<file path="src/rtl/rf_wport_arbiter_pkg.sv">
// Shared types and constants for the register-file write-port arbiter.
package rf_wport_arbiter_pkg;

  localparam int unsigned RF_ADDR_W    = 5;
  localparam int unsigned RF_ENTRIES   = 32;
  localparam int unsigned RF_FWD_PORTS = 3;

  typedef logic [RF_ADDR_W-1:0] rf_addr_t;

  typedef enum logic {
    RF_INIT = 1'b0,
    RF_RUN  = 1'b1
  } rf_state_e;

  // True on the final address of the clear sweep.
  function automatic logic rf_is_last_entry(input rf_addr_t addr);
    return addr == RF_ADDR_W'(RF_ENTRIES - 1);
  endfunction

endpackage

</file>
<file path="src/rtl/rf_wfifo.sv">
// Two-in/one-out in-order write FIFO. Entries are exposed oldest-first so the
// caller can read the head at index 0 and search the whole occupied range.
module rf_wfifo
  import rf_wport_arbiter_pkg::*;
#(
  parameter int unsigned WIDTH = 32,
  parameter int unsigned DEPTH = 4
) (
  input  logic                   clk,
  input  logic                   rst_n,
  input  logic                   push0_i,
  input  rf_addr_t               addr0_i,
  input  logic [WIDTH-1:0]       data0_i,
  input  logic                   push1_i,
  input  rf_addr_t               addr1_i,
  input  logic [WIDTH-1:0]       data1_i,
  input  logic                   pop_i,
  output logic [$clog2(DEPTH):0] count_o,
  output logic [DEPTH-1:0]       ent_valid_o,
  output rf_addr_t               ent_addr_o [DEPTH],
  output logic [WIDTH-1:0]       ent_data_o [DEPTH]
);

  localparam int unsigned PTR_W = $clog2(DEPTH);
  localparam int unsigned CNT_W = PTR_W + 1;

  rf_addr_t         addr_q [DEPTH];
  logic [WIDTH-1:0] data_q [DEPTH];
  logic [PTR_W-1:0] wr_ptr_q, wr_ptr_d;
  logic [PTR_W-1:0] rd_ptr_q, rd_ptr_d;
  logic [CNT_W-1:0] count_q, count_d;
  logic [PTR_W-1:0] wr_idx1;

  // Lane 1 lands behind lane 0 when both push in the same cycle.
  always_comb begin
    wr_ptr_d = wr_ptr_q + PTR_W'(push0_i) + PTR_W'(push1_i);
    rd_ptr_d = rd_ptr_q + PTR_W'(pop_i);
    count_d  = count_q + CNT_W'(push0_i) + CNT_W'(push1_i) - CNT_W'(pop_i);
    wr_idx1  = push0_i ? wr_ptr_q + PTR_W'(1) : wr_ptr_q;
  end

  always_ff @(posedge clk or negedge rst_n) begin
    if (!rst_n) begin
      wr_ptr_q <= '0;
      rd_ptr_q <= '0;
      count_q  <= '0;
    end else begin
      wr_ptr_q <= wr_ptr_d;
      rd_ptr_q <= rd_ptr_d;
      count_q  <= count_d;
    end
  end

  always_ff @(posedge clk or negedge rst_n) begin
    if (!rst_n) begin
      for (int i = 0; i < int'(DEPTH); i++) begin
        addr_q[i] <= '0;
        data_q[i] <= '0;
      end
    end else begin
      if (push0_i) begin
        addr_q[wr_ptr_q] <= addr0_i;
        data_q[wr_ptr_q] <= data0_i;
      end
      if (push1_i) begin
        addr_q[wr_idx1] <= addr1_i;
        data_q[wr_idx1] <= data1_i;
      end
    end
  end

  always_comb begin
    for (int k = 0; k < int'(DEPTH); k++) begin
      ent_valid_o[k] = CNT_W'(k) < count_q;
      ent_addr_o[k]  = addr_q[rd_ptr_q + PTR_W'(k)];
      ent_data_o[k]  = data_q[rd_ptr_q + PTR_W'(k)];
    end
  end

  assign count_o = count_q;

endmodule

</file>
<file path="src/rtl/rf_wport_arbiter.sv">
// Register-file write-port controller: clears all entries after reset, then
// merges two writeback lanes into the RAM write port. RF_WPORT_FWD_EN adds lookups.
module rf_wport_arbiter
  import rf_wport_arbiter_pkg::*;
#(
  parameter int unsigned WIDTH      = 32,
  parameter int unsigned FIFO_DEPTH = 4
) (
  input  logic             clk,
  input  logic             rst_n,
  input  logic             wb0_valid_i,
  output logic             wb0_ready_o,
  input  rf_addr_t         wb0_addr_i,
  input  logic [WIDTH-1:0] wb0_data_i,
  input  logic             wb1_valid_i,
  output logic             wb1_ready_o,
  input  rf_addr_t         wb1_addr_i,
  input  logic [WIDTH-1:0] wb1_data_i,
  output rf_addr_t         ram_addrw_o,
  output logic [WIDTH-1:0] ram_din_o,
  output logic             ram_wea_o,
  output logic             init_done_o,
`ifdef RF_WPORT_FWD_EN
  input  rf_addr_t         fwd_addr_i [RF_FWD_PORTS],
  output logic             fwd_hit_o  [RF_FWD_PORTS],
  output logic [WIDTH-1:0] fwd_data_o [RF_FWD_PORTS],
`endif
  output logic             pending_o
);

  localparam int unsigned CNT_W = $clog2(FIFO_DEPTH) + 1;

  rf_state_e        state_q, state_d;
  rf_addr_t         cnt_q, cnt_d;
  logic             init_done_q;
  logic             push0, push1, pop;
  logic [CNT_W-1:0] fifo_count;
  logic [FIFO_DEPTH-1:0] ent_valid;
  rf_addr_t         ent_addr [FIFO_DEPTH];
  logic [WIDTH-1:0] ent_data [FIFO_DEPTH];

  rf_wfifo #(
    .WIDTH (WIDTH),
    .DEPTH (FIFO_DEPTH)
  ) u_wfifo (
    .clk         (clk),
    .rst_n       (rst_n),
    .push0_i     (push0),
    .addr0_i     (wb0_addr_i),
    .data0_i     (wb0_data_i),
    .push1_i     (push1),
    .addr1_i     (wb1_addr_i),
    .data1_i     (wb1_data_i),
    .pop_i       (pop),
    .count_o     (fifo_count),
    .ent_valid_o (ent_valid),
    .ent_addr_o  (ent_addr),
    .ent_data_o  (ent_data)
  );

  assign pending_o = |ent_valid;

  always_ff @(posedge clk or negedge rst_n) begin
    if (!rst_n) begin
      state_q     <= RF_INIT;
      cnt_q       <= '0;
      init_done_q <= 1'b0;
    end else begin
      state_q     <= state_d;
      cnt_q       <= cnt_d;
      init_done_q <= (state_d == RF_RUN);
    end
  end

  // Sweep in INIT; in RUN readiness comes only from start-of-cycle occupancy.
  always_comb begin
    state_d     = state_q;
    cnt_d       = cnt_q;
    ram_wea_o   = 1'b0;
    ram_addrw_o = '0;
    ram_din_o   = '0;
    wb0_ready_o = 1'b0;
    wb1_ready_o = 1'b0;
    pop         = 1'b0;
    case (state_q)
      RF_INIT: begin
        ram_wea_o   = 1'b1;
        ram_addrw_o = cnt_q;
        cnt_d       = cnt_q + RF_ADDR_W'(1);
        if (rf_is_last_entry(cnt_q)) begin
          state_d = RF_RUN;
        end
      end
      RF_RUN: begin
        wb0_ready_o = fifo_count < CNT_W'(FIFO_DEPTH);
        wb1_ready_o = fifo_count < CNT_W'(FIFO_DEPTH - 1);
        pop         = pending_o;
        if (pending_o) begin
          ram_wea_o   = 1'b1;
          ram_addrw_o = ent_addr[0];
          ram_din_o   = ent_data[0];
        end
      end
      default: begin
        state_d = RF_INIT;
      end
    endcase
  end

  // r0 is hardwired zero, so writes to it are accepted and dropped.
  always_comb begin
    push0 = wb0_valid_i && wb0_ready_o && (wb0_addr_i != '0);
    push1 = wb1_valid_i && wb1_ready_o && (wb1_addr_i != '0);
  end

  assign init_done_o = init_done_q;

`ifdef RF_WPORT_FWD_EN
  // Later (younger) entries override earlier matches.
  always_comb begin
    for (int p = 0; p < int'(RF_FWD_PORTS); p++) begin
      fwd_hit_o[p]  = 1'b0;
      fwd_data_o[p] = '0;
      for (int k = 0; k < int'(FIFO_DEPTH); k++) begin
        if ((state_q == RF_RUN) && ent_valid[k] && (fwd_addr_i[p] != '0) &&
            (ent_addr[k] == fwd_addr_i[p])) begin
          fwd_hit_o[p]  = 1'b1;
          fwd_data_o[p] = ent_data[k];
        end
      end
    end
  end
`endif

endmodule
</file>
<file path="config.mk">
export PLATFORM = sky130hd
export DESIGN_NAME = rf_wport_arbiter
export DESIGN_NICKNAME = d
export VERILOG_FILES = /design/src/rtl/rf_wport_arbiter_pkg.sv /design/src/rtl/rf_wfifo.sv /design/src/rtl/rf_wport_arbiter.sv
export SDC_FILE = /design/constraint.sdc
export NUM_CORES = 1
export LEC_CHECK = 0
export CAP_MARGIN = 25
export CORE_UTILIZATION = 51
export DETAILED_ROUTE_END_ITERATION = 16
export GPL_TIMING_DRIVEN = 1
export PLACE_DENSITY = 0.77
export SYNTH_ARGS = -nofsm -noshare
export SYNTH_HDL_FRONTEND = slang
export SYNTH_SLANG_ARGS = --single-unit
</file>
<file path="constraint.sdc">
create_clock -name clk -period 2.66 [get_ports clk]
set_input_delay 0.399 -clock clk [delete_from_list [all_inputs] [get_ports clk]]
set_output_delay 0.399 -clock clk [all_outputs]
set_load 0.03 [all_outputs]
</file>
==> results of run 1 <==
## worst max-delay path, cell delays in order
cell and delay [ns]:
clkdlybuf4s50_1 0.49, or3_1 0.39, o311a_1 0.42, mux2i_4 0.29, nor3_4 0.30, buf_12 0.23, mux2_2 0.37
## logic make-up (layout without fill, tap and decap cells)
logic type | after synthesis | in the layout | share of synthesized area
AO/OA/AOI/OAI | 8 | 8 | 0.00758
XOR/XNOR | 8 | 8 | 0.00745
adder cells (fa/ha/maj) | 12 | 12 | 0.0184
buffers and inverters | 51 | 206 | 0.0301
flip-flops | 161 | 161 | 0.428
multiplexers | 336 | 336 | 0.472
AND/OR/NAND/NOR | 50 | 50 | 0.0367
## path summary, 6_finish.rpt
check                                        start  cells past startpoint                  end  slack [ns]
worst max register to register  u_wfifo.count_o[1]                      9   u_wfifo.count_o[1]        0.17
worst min register to register            cnt_q[3]                      1             cnt_q[3]        0.50
worst max-delay path                 wb0_addr_i[4]                      7   u_wfifo.data_q[38]        0.05
max in group asynchronous                    rst_n                      3  u_wfifo.data_q[116]        1.27
min in group asynchronous                    rst_n                      2  u_wfifo.data_q[107]        0.53
worst min-delay path                      cnt_q[3]                      1             cnt_q[3]        0.50
## sequential cells by signal, summed over array words and instances (netlist names)
signal	cells
u_wfifo.data_q	128
u_wfifo.addr_q	20
cnt_q	5
u_wfifo.count_o	3
u_wfifo.rd_ptr_q	2
u_wfifo.wr_ptr_q	2
init_done_o	1
## cell usage after synthesis (all sizes together)
cell type  count  area (sq um)
nand2          5          18.8
o211a          1          10.0
xor2           3          26.3
ha             9           113
mux2         298          3580
fa             3          60.1
mux4          37           833
nor3           2          32.5
nand3          4          45.0
dfrtp        161          4030
clkbuf        10          37.5
mux2i          1          22.5
o311a          1          10.0
a22o           5          43.8
inv           11          41.3
and3          33           206
or3            1          6.26
or4            1          7.51
and2b          1          7.51
buf           30           204
a21boi         1          7.51
or2            1          6.26
nor2b          1          6.26
xnor2          5          43.8
and4           1          8.76
## metal layers
| metal | global-route usage | vias to the layer above | wire (um) |
|---|---|---|---|
| li1 | - | 2630 | - |
| met1 | 0.310 | 3088 | 9330 |
| met2 | 0.462 | 142 | 12000 |
| met3 | 0.0570 | 41 | 1070 |
| met4 | 0.0978 | 0 | 518 |
| met5 | 0 | - | 0 |
## repair_timing
action                                 4_1_cts  5_1_grt
resized for setup                           37       51
endpoints found under the hold margin       15        0
hold buffers                                 1        0
setup endpoints to repair                   36       37
## where the power goes
part,switching [mW],internal [mW]
sequential,0.651,3.66
combinational,3.91,4.92
clock,1.02,1.43
## final cells by class
class,instances,area (sq um)
multi-input combinational,414,5130
clock buffer,19,453
clock inverter,12,134
timing repair buffer,164,1680
tap,229,287
inverter,11,43.8
sequential,161,4030
fill,1322,6270
## through the flow
| stage | instances | hold slack [ns] | TNS, ns |
|---|---|---|---|
| finish | 1010 | 0.495 | 0 |
| global route | 1010 | 0.516 | 0 |
| CTS | 1010 | 0.492 | 0 |
| detailed placement | 978 | 0.440 | -50.12 |
| global placement | 978 | 0.429 | -43.44 |
| floorplan | 626 | 0.103 | 0 |
==> summary.txt, run 1 <==
Global route
  – Initial antenna violation count: 0
  – Vias in the first global route: 6730
  – GR Overflow Total: 0
  – First-pass GRT wire length: 36.4 mm
  – Largest net degree at the start of global routing: slightly below 70
  – All-layer global routing usage: 0.261

Synthesis
  – Seq/Total Area, Yosys: 0.428
  – Synthesized area per cell: about 15 sq um
  – Synth Cell Area: 9410 sq um
  – Cells after Synth: between 600 and 700
  – Number of synthesized register bits: 161
  – Synth Net Count: 716
  – Library cells used by synthesis: 31
  – Syn. warnings: 0

Timing
  – Slack of the critical path: 0.0535 ns
  – Crit path time final: about 2.6 ns
  – RSZ-0062 raised after global routing: no
  – Peak Freq: 0.384 GHz
  – Slew HR: 0.568
  – Final Max Tran Viols: 0
  – Final hold violations: 0
  – Final worst path period share: 0.980
  – Skew final: 0.00845 ns
  – Setup violators final: 0
  – Slew @ Worst Pin: around 0.65 ns

Clock network
  – CTS tree: done
  – Total setup buffers inserted after CTS: 0
  – CTS Sinks: 161
  – CTS buffer count: 17
  – H-tree depth: 4
  – Clk_lat worst skew: 0.42 ns
  – CTS max path bufs: 2
  – Root Buffer: clkbuf_16
  – Clock-pin slew on the worst setup and hold paths: 0.06 ns

Worst hold path
  – Worst min path class: reg2reg

Pwr
  – Peak VDD IR: just under 1000 uV
  – Power per cell area: 1330 nW/um^2
  – Leak Pwr: 5.33 nW
  – Power after layout: 15.6 mW

Run status
  – Status: finished clean

Critical path
  – Startpoint Class: primary input
  – WP data arrival: 2.91 ns
  – Worst EP required: 2.96 ns
  – CP Max Fanout: 22
  – Critical Path End Type: flop
  – Crit Path Category: in2reg

Place
  – Place WS: -0.370 ns
  – Placed cell area: 11300 sq um
  – Placer congestion estimate: just under 0.8
  – Input/output buffers: 119
  – HPWL after DPL: 15.6 mm

Routing
  – Detailed Route WL: 22.9 mm
  – First-pass DRT Iterations: 4
  – Via density: 5.84
  – Vias: roughly 5900
  – Iteration-0 DRC Markers: between 200 and 250
  – Remaining antenna violation count: 0
  – WL/cell: 22.7 um
  – DRC: 0

Finish
  – Util after Layout: 0.652
  – Nets@finish: between 800 and 900
  – Share of layout cells above drive strength 1: 0.572
  – Commonest non-fill, non-tap cell in the layout: mux2_2
  – Most frequent cells in the layout: 234 x mux2_2, 158 x dfrtp_1, 80 x clkdlybuf4s50_1, 60 x mux2_4, 37 x mux4_2
  – Diodes inserted: 0
  – Design Area, Final: around 12000 sq um
  – P&R area growth vs syn: 25.0%

Floorplan
  – Die height: 138 um
  – Starting Density: 0.522
  – Die Wd: ~140 um
  – Total core area: 18000 sq um
  – Total die area: 19000 sq um
  – Top-level I/O count: 120
  – Row Count: 49

Flow run
  – Max-Cap Viols: 0
No activity file was read; power rests on OpenSTA's default activity.
==> run 2, diff against run 1 <==
--- a/config.mk
+++ b/config.mk
@@ -5,7 +5,7 @@
 export SDC_FILE = /design/constraint.sdc
 export NUM_CORES = 1
 export LEC_CHECK = 0
-export CAP_MARGIN = 25
+export CAP_MARGIN = 20
 export CORE_UTILIZATION = 51
 export DETAILED_ROUTE_END_ITERATION = 16
 export GPL_TIMING_DRIVEN = 1
==> constraint.sdc (replaced) <==
create_clock -name clk -period 2.3 [get_ports clk]
set_input_delay 0.345 -clock clk [delete_from_list [all_inputs] [get_ports clk]]
set_output_delay 0.345 -clock clk [all_outputs]
set_load 0.03 [all_outputs]
==> summary.txt, run 2 (synthesized netlist as in run 1, its figures left out) <==
Critical path
  – Critical Path End Type: output pin (was flop)
  – CP Max Fanout: 6 (was 22)
  – Worst R2R Setup Slack: -0.03 ns (was 0.17 ns)
  – Slowest Stage Delay on Critical Path: 0.50 ns (was 0.49 ns)
  – Crit Path Category: reg2out (was in2reg)
  – Slowest library cell on the worst path: mux4_2 (was clkdlybuf4s50_1)
  – Largest delay share family, worst path: multiplexers (was buffers and inverters)
  – Startpoint Class: flop (was primary input)
  – WP data arrival: 2.05 ns (was 2.91 ns)
  – CP cell instances: buf_8 > buf_12 > mux4_2 > and3_4 > buf_6 (was clkdlybuf4s50_1 > or3_1 > o311a_1 > mux2i_4 > nor3_4 > buf_12 > mux2_2)
  – Worst path bufs/invs: 3 (was 2)
  – Worst EP required: 1.96 ns (was 2.96 ns)

Timing
  – Setup violators final: 43 (was 0)
  – Final hold violations: 0 (unchanged)
  – Final worst path period share: 1.04
  – Crit path time final: ~2.4 ns
  – Skew final: 0.0189 ns (was 0.00845 ns)
  – Peak Freq: 0.418 GHz
  – Slew HR: 0.731 (was 0.568)
  – RSZ-0062 raised after global routing: yes (was no)
  – Slack of the critical path: -0.0913 ns (was 0.0535 ns)
  – Final Max Tran Viols: 0 (unchanged)
  – Slew @ Worst Pin: 0.404 ns (was 0.648 ns)

Finish
  – Diodes inserted: 0 (unchanged)
  – Post-Layout Cell Count: 1060 (was 1010)
  – Nets@finish: 908 (was 859)
  – Biggest regs: u_wfifo.data_q: 128 flops, u_wfifo.addr_q: 20 flops, cnt_q: 5 flops (unchanged)
  – Commonest non-fill, non-tap cell in the layout: mux2_2 (unchanged)
  – Util after Layout: 0.725 (was 0.652)
  – Max FFs per register: 128 (unchanged)
  – Biggest register: u_wfifo.data_q (unchanged)
  – Filler cells: 1109 (was 1322)
  – Most frequent cells in the layout: 179 x mux2_2, 157 x dfrtp_1, 119 x mux2_4, 75 x clkdlybuf4s50_1, 57 x buf_6 (was 234 x mux2_2, 158 x dfrtp_1, 80 x clkdlybuf4s50_1, 60 x mux2_4, 37 x mux4_2)
  – P&R area growth vs syn: 38.9% (was 25.0%)
  – Share of layout cells above drive strength 1: 0.674 (was 0.572)

Run status
  – Failing checks: setup timing
  – Status: complete, but fails checks (was finished clean)

Routing
  – Iteration-0 DRC Markers: 367 (was 205)
  – Detailed Route WL: 27.1 mm (was 22.9 mm)
  – Met2 wire len: 14.0 mm (was 12.0 mm)
  – DRC: 0 (unchanged)
  – First-pass DRT Iterations: 4 (unchanged)
  – Vias: 6397 (was 5901)
  – Remaining antenna violation count: 0 (unchanged)
  – Met1 Wirelength: 11.1 mm (was 9.33 mm)
  – DR top layer: met5 (was met4)
  – DR WL met3: 1.44 mm (was 1.07 mm)
  – Via density: 6.03 (was 5.84)
  – WL/cell: 25.6 um (was 22.7 um)

Worst hold path
  – Worst min path class: in2async (was reg2reg)

Floorplan
  – Starting Density: 0.522 (unchanged)
  – Row Count: 49 (unchanged)
  – Die Wd: 138 um (unchanged)
  – Die height: 138 um (unchanged)
  – Top-level I/O count: 120 (unchanged)
  – Total core area: 18000 sq um (unchanged)
  – Total die area: 19000 sq um (unchanged)

Clock network
  – CTS max path bufs: 2 (unchanged)
  – CTS buffer count: 17 (unchanged)
  – CTS tree: done (unchanged)
  – Clk_lat worst skew: 0.44 ns (was 0.42 ns)
  – Root Buffer: clkbuf_16 (unchanged)
  – CTS Sinks: 161 (unchanged)
  – H-tree depth: 4 (unchanged)
  – Clock-pin slew on the worst setup and hold paths: 0.07 ns (was 0.06 ns)

Pwr
  – Sequential power share: 0.237 (was 0.276)
  – Clk pwr share: 0.137 (was 0.157)
  – Switching portion of total power: 0.346 (was 0.358)
  – Comb power frac: 0.626 (was 0.567)
  – Pint: 13.9 mW (was 10.0 mW)
  – Power per cell area: 1620 nW/um^2 (was 1330 nW/um^2)
  – Leak Pwr: 5.96 nW (was 5.33 nW)
  – Peak VDD IR: 1040 uV (was 982 uV)
  – Switching power: 7.34 mW (was 5.58 mW)

Global route
  – Largest net degree at the start of global routing: 61 (was 68)
  – First-pass GRT wire length: 40.2 mm (was 36.4 mm)
  – Initial antenna violation count: 2 (was 0)
  – All-layer global routing usage: 0.291 (was 0.261)
  – GR Overflow Total: 0 (unchanged)
  – Vias in the first global route: 6972 (was 6730)

Place
  – Placer congestion estimate: 0.796 (was 0.781)
  – DP Cell Count: 992 (was 978)
  – HPWL after DPL: 16.1 mm (was 15.6 mm)
  – Input/output buffers: 119 (unchanged)

Flow run
  – Max-Cap Viols: 0 (unchanged)
[run 2: changes by cell type in the layout (fill, tap and decap cells not counted), sizes merged, moves of 2 or more]
cell	before	now
clkdlybuf4s50	80	75
clkinv	7	5
buf	47	128
clkbuf	38	22
inv	12	14
clkdlybuf4s15	13	2
clkinvlp	2	4
[run 2: timing repair]
action	CTS	global route
hold buffers	1	0
pin swaps	9	17
endpoints found under the setup margin	188	136
resized for setup	125	24
buffers inserted	19	8
hold endpoints to repair	35	0
cloned	8	5
[run 2: per-stage QoR]
stage / power (mW) / TNS [ns] / area (sq um) / hold WS (ns) / worst slack, ns
global placement: 15.6 / -90.16 / 11500 / 0.281 / -0.636
CTS: 20.9 / -1.96 / 12900 / 0.395 / -0.0910
detailed placement: 16.0 / -94.82 / 11500 / 0.283 / -0.668
finish: 21.2 / -1.35 / 13100 / 0.398 / -0.0913
floorplan: 12.9 / -8.71 / 9720 / 0.0494 / -0.290
global route: 22.1 / -6.24 / 13100 / 0.431 / -0.135
[run 2: final timing paths]
path,from,end,cells past startpoint
worst max-delay path,u_wfifo.rd_ptr_q[0],ram_din_o[12],5
worst min-delay path,rst_n,u_wfifo.data_q[104],2
worst max register to register,u_wfifo.count_o[2],u_wfifo.data_q[116],8
worst min register to register,cnt_q[3],cnt_q[3],1
max in group asynchronous,rst_n,init_done_o,3
min in group clk,wb1_addr_i[1],u_wfifo.addr_q[6],3
[run 2: routing by layer]
layer  track usage  up-vias
li1              -     2739
met1         0.368     3404
met2         0.497      203
met3        0.0526       49
met4         0.110        2
met5             0        -
[run 2: area by class of cell]
type	count	area, sq um	share of cell area
inverter	11	43.8	0.00335
sequential	161	4030	0.309
timing repair buffer	213	2520	0.193
clock inverter	14	156	0.0120
tap	229	287	0.0219
multi-input combinational	414	5590	0.428
clock buffer	18	439	0.0336
[run 2: power groups by stage]
stage               registers (mW)  logic (mW)  clock network (mW)
floorplan                     4.71        8.19                   0
detailed placement            5.00        11.0                   0
finish                        5.03        13.3                2.91
global placement              4.90        10.7                   0
CTS                           4.97        13.0                2.94
global route                  5.15        13.9                3.06
